===== src/rtl/mux_8_1_scan_ctrl.sv =====
// Drives a captured byte onto an 8:1 mux and scans S2..S0 so the mux output becomes a serial stream.
// Load-to-first-SVALID 2 edges; HOLD stalls the scan, LOAD is ignored while BUSY; ERR is sticky on mismatch.
module mux_8_1_scan_ctrl #(
  parameter bit MSB_FIRST = 1'b0
) (
  input  logic       CLK,
  input  logic       RST_N,
  input  logic       LOAD,
  input  logic [7:0] DIN,
  input  logic       HOLD,
  input  logic       MUX_OUT,
  output logic [7:0] I_BUS,
  output logic       S0,
  output logic       S1,
  output logic       S2,
  output logic       SOUT,
  output logic       SVALID,
  output logic       BUSY,
  output logic       DONE,
  output logic       ERR
);

  localparam int WIDTH_SEL = 3;
  localparam logic [WIDTH_SEL-1:0] SEL_START = MSB_FIRST ? 3'd7 : 3'd0;

  typedef enum logic {IDLE, SCAN} state_t;

  state_t               state_q, state_d;
  logic [7:0]           ibus_q, ibus_d;
  logic [WIDTH_SEL-1:0] sel_q, sel_d;
  logic [2:0]           cnt_q, cnt_d;
  logic                 sout_q, sout_d;
  logic                 svalid_q, svalid_d;
  logic                 busy_q, busy_d;
  logic                 done_q, done_d;
  logic                 err_q, err_d;

  always_comb begin
    state_d  = state_q;
    ibus_d   = ibus_q;
    sel_d    = sel_q;
    cnt_d    = cnt_q;
    sout_d   = sout_q;
    svalid_d = 1'b0;
    busy_d   = busy_q;
    done_d   = 1'b0;
    err_d    = err_q;
    case (state_q)
      IDLE: begin
        if (LOAD) begin
          ibus_d  = DIN;
          sel_d   = SEL_START;
          cnt_d   = 3'd0;
          err_d   = 1'b0;
          busy_d  = 1'b1;
          state_d = SCAN;
        end
      end
      SCAN: begin
        if (!HOLD) begin
          // The mux output reflects the select presented during this cycle.
          sout_d   = MUX_OUT;
          svalid_d = 1'b1;
          err_d    = err_q | (MUX_OUT != ibus_q[sel_q]);
          sel_d    = MSB_FIRST ? sel_q - 3'd1 : sel_q + 3'd1;
          cnt_d    = cnt_q + 3'd1;
          if (cnt_q == 3'd7) begin
            done_d  = 1'b1;
            busy_d  = 1'b0;
            sel_d   = SEL_START;
            state_d = IDLE;
          end
        end
      end
      default: state_d = IDLE;
    endcase
  end

  always_ff @(posedge CLK or negedge RST_N) begin
    if (!RST_N) begin
      state_q  <= IDLE;
      ibus_q   <= 8'd0;
      sel_q    <= '0;
      cnt_q    <= 3'd0;
      sout_q   <= 1'b0;
      svalid_q <= 1'b0;
      busy_q   <= 1'b0;
      done_q   <= 1'b0;
      err_q    <= 1'b0;
    end else begin
      state_q  <= state_d;
      ibus_q   <= ibus_d;
      sel_q    <= sel_d;
      cnt_q    <= cnt_d;
      sout_q   <= sout_d;
      svalid_q <= svalid_d;
      busy_q   <= busy_d;
      done_q   <= done_d;
      err_q    <= err_d;
    end
  end

  assign I_BUS  = ibus_q;
  assign S0     = sel_q[0];
  assign S1     = sel_q[1];
  assign S2     = sel_q[2];
  assign SOUT   = sout_q;
  assign SVALID = svalid_q;
  assign BUSY   = busy_q;
  assign DONE   = done_q;
  assign ERR    = err_q;

endmodule


===== config.mk =====
export PLATFORM = sky130hd
export DESIGN_NAME = mux_8_1_scan_ctrl
export DESIGN_NICKNAME = d
export VERILOG_FILES = /design/src/rtl/mux_8_1_scan_ctrl.sv
export SDC_FILE = /design/constraint.sdc
export NUM_CORES = 1
export LEC_CHECK = 0
export CAP_MARGIN = 25
export CORE_ASPECT_RATIO = 0.7
export CORE_UTILIZATION = 43
export CTS_CLUSTER_SIZE = 12
export DETAILED_ROUTE_END_ITERATION = 10
export GPL_ROUTABILITY_DRIVEN = 0
export GPL_TIMING_DRIVEN = 0
export PLACE_DENSITY_LB_ADDON = 0.3
export SYNTH_ARGS = -nofsm -noshare
export SYNTH_HDL_FRONTEND = slang
export SYNTH_SLANG_ARGS = --single-unit
export TNS_END_PERCENT = 1

===== constraint.sdc =====
create_clock -name CLK -period 1.7 [get_ports CLK]
set_input_delay 0.17 -clock CLK [delete_from_list [all_inputs] [get_ports CLK]]
set_output_delay 0.17 -clock CLK [all_outputs]
set_load 0.03 [all_outputs]

==> results.md, run 1 <==
* Drt wl/cell at 14.9 µm
* Worst Path Class, Setup: reg2out
* TritonRoute pass-1 iters at 4
* Area growth syn-to-layout at 42.8%
* RSZ-0062 raised after global routing: no
* Core ar. at 1850 µm²
* Nets at 111
* Worst rel slew slack at 0.424
* CTS resizes at 1
* Outcome: complete, no violations
* Ys Warns at 0
* Max reg flops at 8
* Gr usage total at 0.185
* Die Y at 39.1 µm
* Vias in the first global route at 560
* DR vias/cell at 5.03
* Total gr overflow at 0
* Top-count cell post-synth: dfrtp_1
* Flops & latches, synth at 20
* Max Cap Viol at 0
* CP Max Fanout at 4
* Setup TNS at 0 ns
* Port bufs at 28
* Post-synthesis compound-gate area fraction at 0.0812
* Post-synth top cells: dfrtp_1 (20), mux2_2 (8), nand2_1 (7), a22o_1 (4), nor2_1 (4)
* Layout cells sized above 1 at 0.149
* Antenna fix cells at 0
* DRC violations left at 0
* Die X-Extent at 55.1 µm
* Row count at 13
* Final Non-Filler Cells at 116
* Pre-CTS setup slack at 0.0630 ns
* Library cells used by synthesis at 18
* Worst VDD drop at 0.00123 V
* Worst Skew at 0.0110 ns
* CTS buffer count at 3
* Initial core utilization at 0.457
* Critical Path, Cell by Cell: clkdlybuf4s50_1
* 1st-iter DRT viols at 2
* Die area at 2150 µm²
* Hold crit path type: in2async
* Final ANT Viol Nets at 0
* Max Freq at 0.617 GHz
* Largest net degree at the start of global routing at 21
* P_leak at 0.562 nW
* Worst Path Buf+Inv at 1
* IO Count at 29
* Cells after Synth at 62
* Sequential area share after synthesis at 0.591
* Post-Syn Nets at 78
* Largest area contributor in the netlist: dfrtp_1
* Fillers at 153
* Dpl cells at 112
* Critical Path RT at 1.53 ns
* Global-route wire length before repair at 2530 µm
* Clock transition at path regs at 0.12 ns
* Post-synthesis async set-or-reset flop share at 1.00
* Synth top area cells: dfrtp_1 (59%), mux2_2 (11%), mux4_1 (6.2%)
* Main combinational cell family by area after synthesis: multiplexers
* Syn_area_per_cell at 13.7 µm²
* Total power at 2.34 mW
* Fin. Hold Viols at 0
* Drt total wl at 1730 µm
* Post-route minimum period at 1.62 ns
* Worst skew pair latency at 0.30 ns
* Max H-tree Level at 1
* Critical path arrival at 1.45 ns
* Synth Flop Type: dfrtp_1
* Crit path launch type: flip-flop
* Clock net sink count at 20
* Top cell type's share of synthesized area at 0.591
* Setup slack after layout at 0.0798 ns
* Max Slew Vio Count at 0
* Total number of vias at 583
* Netlist Area Pre-Place at 847 µm²
* Setup Viol. Count Final at 0
* PD cells at 1940 nW/µm²
* XOR/XNOR Fraction of Synth Area at 0.0207
* CP peak stage delay at 0.70 ns
* Clock root buffer master: clkbuf_4
* CTS Hold Buffers Added at 0
* Top cell family by delay on the critical path: buffers and inverters
* Number of enable flip-flop cells after synthesis at 0
* Simple-gate area share of the yosys netlist at 0.0635
* Post-Synth Adder-Cell Area at 0.0443
* Tcrit/Tclk final at 0.953
* Post-CTS Setup Inserts at 0
* Clock tree buffer depth at 2
* Worst setup EP type: primary output
* Initial antenna violation count at 0
* Critical-path top delay cell: clkdlybuf4s50_1
* Worst Max-Slew Pin Slew at 0.862 ns
* Proportion of synthesized area in mux cells at 0.180
* CTS tree: built
-- cell usage in the layout, fill, tap and decap left out, types with 2 or more instances in the layout --
| master | netlist | final |
|---|---|---|
| a22o_1 | 4 | 4 |
| clkbuf_4 | 0 | 3 |
| clkdlybuf4s50_1 | 0 | 26 |
| dfrtp_1 | 20 | 19 |
| ha_1 | 3 | 3 |
| inv_1 | 3 | 3 |
| mux2_2 | 8 | 8 |
| mux4_1 | 2 | 2 |
| nand2_1 | 7 | 7 |
| nor2_1 | 4 | 4 |
| o31ai_1 | 2 | 2 |
-- worst paths after layout --
kind	from	endpoint	slack, ns	cells after the start
setup / recovery	sel_q[2]$_DFFE_PN0P_	S2	0.08	1
hold / removal	RST_N	SOUT$_DFFE_PN0P_	0.34	1
setup reg to reg	sel_q[0]$_DFFE_PN0P_	ERR$_DFFE_PN0P_	0.14	4
hold reg to reg	SOUT$_DFFE_PN0P_	SOUT$_DFFE_PN0P_	0.49	2
max in group asynchronous	RST_N	sel_q[0]$_DFFE_PN0P_	0.78	1
min in group CLK	MUX_OUT	SOUT$_DFFE_PN0P_	0.46	3
-- kinds of logic after synthesis --
family	Yosys count
flops	20
simple gates	13
mux	11
compound gates	9
buf+inv	4
fa+ha+maj	3
xor+xnor	2
-- power by group --
part | internal, mW | switching (mW) | leakage (nW)
clock | 0.238 | 0.146 | 0.0279
sequential | 0.674 | 0.171 | 0.238
combinational | 0.556 | 0.559 | 0.296
total | 1.47 | 0.876 | 0.562
-- routing by layer --
layer | part of all wire | GRT usage | up-vias
met3 | 0.079 | 0.0863 | 2
met5 | 0 | 0 | -
met2 | 0.49 | 0.310 | 25
li1 | - | - | 283
met4 | 0.0075 | 0.0375 | 0
met1 | 0.42 | 0.218 | 273
-- layout make-up --
cell class                      count  area [µm²]  share of cell area
Inverter                            3        11.3             0.00931
Multi-Input combinational cell     38         330               0.273
Timing Repair Buffer               28         282               0.233
Buffer                              1        5.00             0.00414
Sequential cell                    20         502               0.415
Clock inverter                      1        30.0              0.0248
Clock buffer                        3        22.5              0.0186
Tap cell                           22        27.5              0.0228
-- per-stage QoR --
step / cell area (µm²) / hold WS [ns] / utilization
final: 1210 / 0.340 / 0.652
after global routing: 1210 / 0.400 / 0.652
after CTS: 1210 / 0.375 / 0.650
after detailed placement: 1150 / 0.468 / 0.623
after global placement: 1150 / 0.459 / 0.623
after floorplan: 847 / -0.126 / -
Note: power is estimated with default switching activity, not from simulation.
==> run 2: changes to the inputs <==
Settings changed: CORE_MARGIN set to 3.
==> run 2 against run 1 <==
  * Sequential share of layout area increased by 0.42 points
  * Design area decreased by 1.2%
  * Cell count decreased by 0.86%
  * Worst setup slack improved by 0.0069 ns
  * Combinational power about the same
  * Critical path type unchanged
  * Largest power group unchanged
==> results.md, run 2 (synthesis gave the netlist of run 1 again) <==
* Outcome: complete, no violations (unchanged)
* Fillers at 142 (was 153)
* PD cells at 1870 nW/µm² (was 1940 nW/µm²)
* Max Slew Vio Count at 0 (unchanged)
* Max reg flops at 8 (unchanged)
* CTS tree: built (unchanged)
* Initial antenna violation count at 0 (unchanged)
* Clock transition at path regs at 0.11 ns (was 0.12 ns)
* Max Cap Viol at 0 (unchanged)
* IO Count at 29 (unchanged)
* Layout cells sized above 1 at 0.138 (was 0.149)
* Critical path arrival at 1.44 ns (was 1.45 ns)
* Post-route minimum period at 1.61 ns (was 1.62 ns)
* Antenna fix cells at 0 (unchanged)
* Clock tree buffer depth at 2 (unchanged)
* Setup Viol. Count Final at 0 (unchanged)
* Clock net sink count at 20 (unchanged)
* Worst VDD drop at 0.00106 V (was 0.00123 V)
* Nets at 111 (unchanged)
* Post-CTS Setup Inserts at 0 (unchanged)
* Gr usage total at 0.159 (was 0.185)
* Critical Path RT at 1.53 ns (about the same)
* Max Freq at 0.620 GHz (was 0.617 GHz)
* Max H-tree Level at 1 (unchanged)
* CP peak stage delay at 0.70 ns (about the same)
* Worst setup EP type: primary output (unchanged)
* Total number of vias at 603 (was 583)
* CP Max Fanout at 4 (unchanged)
* Worst Max-Slew Pin Slew at 0.880 ns (was 0.862 ns)
* Core ar. at 1710 µm² (was 1850 µm²)
* Row count at 12 (was 13)
* Top cell family by delay on the critical path: buffers and inverters (unchanged)
* Final ANT Viol Nets at 0 (unchanged)
* Die Y at 43.1 µm (was 39.1 µm)
* DR vias/cell at 5.24 (was 5.03)
* P_leak at 0.565 nW (was 0.562 nW)
* Commonest non-fill, non-tap cells in the layout: clkdlybuf4s50_1 (26), dfrtp_1 (20), mux2_2 (8) (was clkdlybuf4s50_1 (26), dfrtp_1 (19), mux2_2 (8))
* Port bufs at 28 (unchanged)
* Drt wl/cell at 14.7 µm (was 14.9 µm)
* HPWL after DPL at 1260 µm
* RSZ-0062 raised after global routing: no (unchanged)
* Worst Skew at 0.00350 ns (was 0.0110 ns)
* Worst rel slew slack at 0.412 (was 0.424)
* Commonest non-fill, non-tap cell in the layout: clkdlybuf4s50_1 (unchanged)
* Total gr overflow at 0 (unchanged)
* Area growth syn-to-layout at 41.1% (was 42.8%)
* Crit path launch type: flip-flop (unchanged)
* Vias in the first global route at 597 (was 560)
* Critical Path, Cell by Cell: clkdlybuf4s50_1 (unchanged)
* Initial core utilization at 0.495 (was 0.457)
* Worst Path Buf+Inv at 1 (unchanged)
* Tcrit/Tclk final at 0.949 (was 0.953)
* Setup TNS at 0 ns (unchanged)
* Die area at 2550 µm² (was 2150 µm²)
* Clock root buffer master: clkbuf_4 (unchanged)
* Die X-Extent at 59.1 µm (was 55.1 µm)
* DP Area at 1150 µm² (about the same)
* Hold crit path type: in2async (unchanged)
* Largest net degree at the start of global routing at 21 (unchanged)
* Critical-path top delay cell: clkdlybuf4s50_1 (unchanged)
* Drt total wl at 1690 µm (was 1730 µm)
* Worst skew pair latency at 0.30 ns (about the same)
* Worst Path Class, Setup: reg2out (unchanged)
* 1st-iter DRT viols at 14 (was 2)
* Global-route wire length before repair at 2910 µm (was 2530 µm)
* DRC violations left at 0 (unchanged)
* Fin area at 1190 µm² (was 1210 µm²)
* TritonRoute pass-1 iters at 3 (was 4)
* Fin. Hold Viols at 0 (unchanged)
* CTS buffer count at 3 (unchanged)
-- run 2: cell types whose count changed in the layout (fill, tap and decap cells not counted), sizes merged --
cell / previous run / this run
dlygate4sd2: 1 / 0
dlymetal6s2s: 1 / 2
clkbuf: 3 / 4
bufinv: 1 / 0
-- run 2: per-stage QoR --
step	std cells	hold WS, ns	total power [mW]	setup WS (ns)	util
2_1_floorplan	62	-0.126	1.52	0.0170	-
5_1_grt	115	0.429	2.39	0.000582	0.698
4_1_cts	115	0.383	2.26	0.0157	0.695
6_report	115	0.357	2.23	0.0867	0.698
3_5_place_dp	111	0.478	1.98	0.0264	0.674
3_3_place_gp	111	0.459	1.95	0.0914	0.674
-- run 2: report_power, final --
group | switching (mW) | internal, mW
Clock | 0.141 | 0.131
Sequential | 0.167 | 0.672
Combinational | 0.560 | 0.564
-- run 2: worst paths after layout --
kind	startpoint	cells past startpoint	slack, ns	to
max in group asynchronous	RST_N	1	0.81	I_BUS[6]$_DFFE_PN0P_
setup reg to reg	sel_q[0]$_DFFE_PN0P_	4	0.09	ERR$_DFFE_PN0P_
setup / recovery	sel_q[2]$_DFFE_PN0P_	1	0.09	S2
min in group CLK	MUX_OUT	3	0.46	SOUT$_DFFE_PN0P_
hold reg to reg	BUSY$_DFFE_PN0P_	1	0.50	BUSY$_DFFE_PN0P_
hold / removal	RST_N	1	0.36	cnt_q[1]$_DFFE_PN0P_
-- run 2: final cells by class --
cell class                 instances  area [µm²]  share of cell area
clock buffer                       4        36.3              0.0304
inverter                           3        11.3             0.00942
buffer                             1        5.00             0.00419
tap                               21        26.3              0.0220
timing repair buffer              28         285               0.239
multi-input combinational         38         330               0.276
sequential                        20         500               0.419
-- run 2: repair_timing --
action | in CTS | in global routing
setup endpoints to repair | 0 | 3
hold buffers | 0 | 0
gates resized for setup | 0 | 2
-- run 2: routing by layer --
layer  vias up  track usage  wire [µm]  part of all wire
li1        287            -          -                 -
met1       293        0.210        787              0.46
met2        23        0.233        761              0.45
met3         0       0.0760        145             0.086
met4         0       0.0407          0                 0
met5         -            0          0                 0
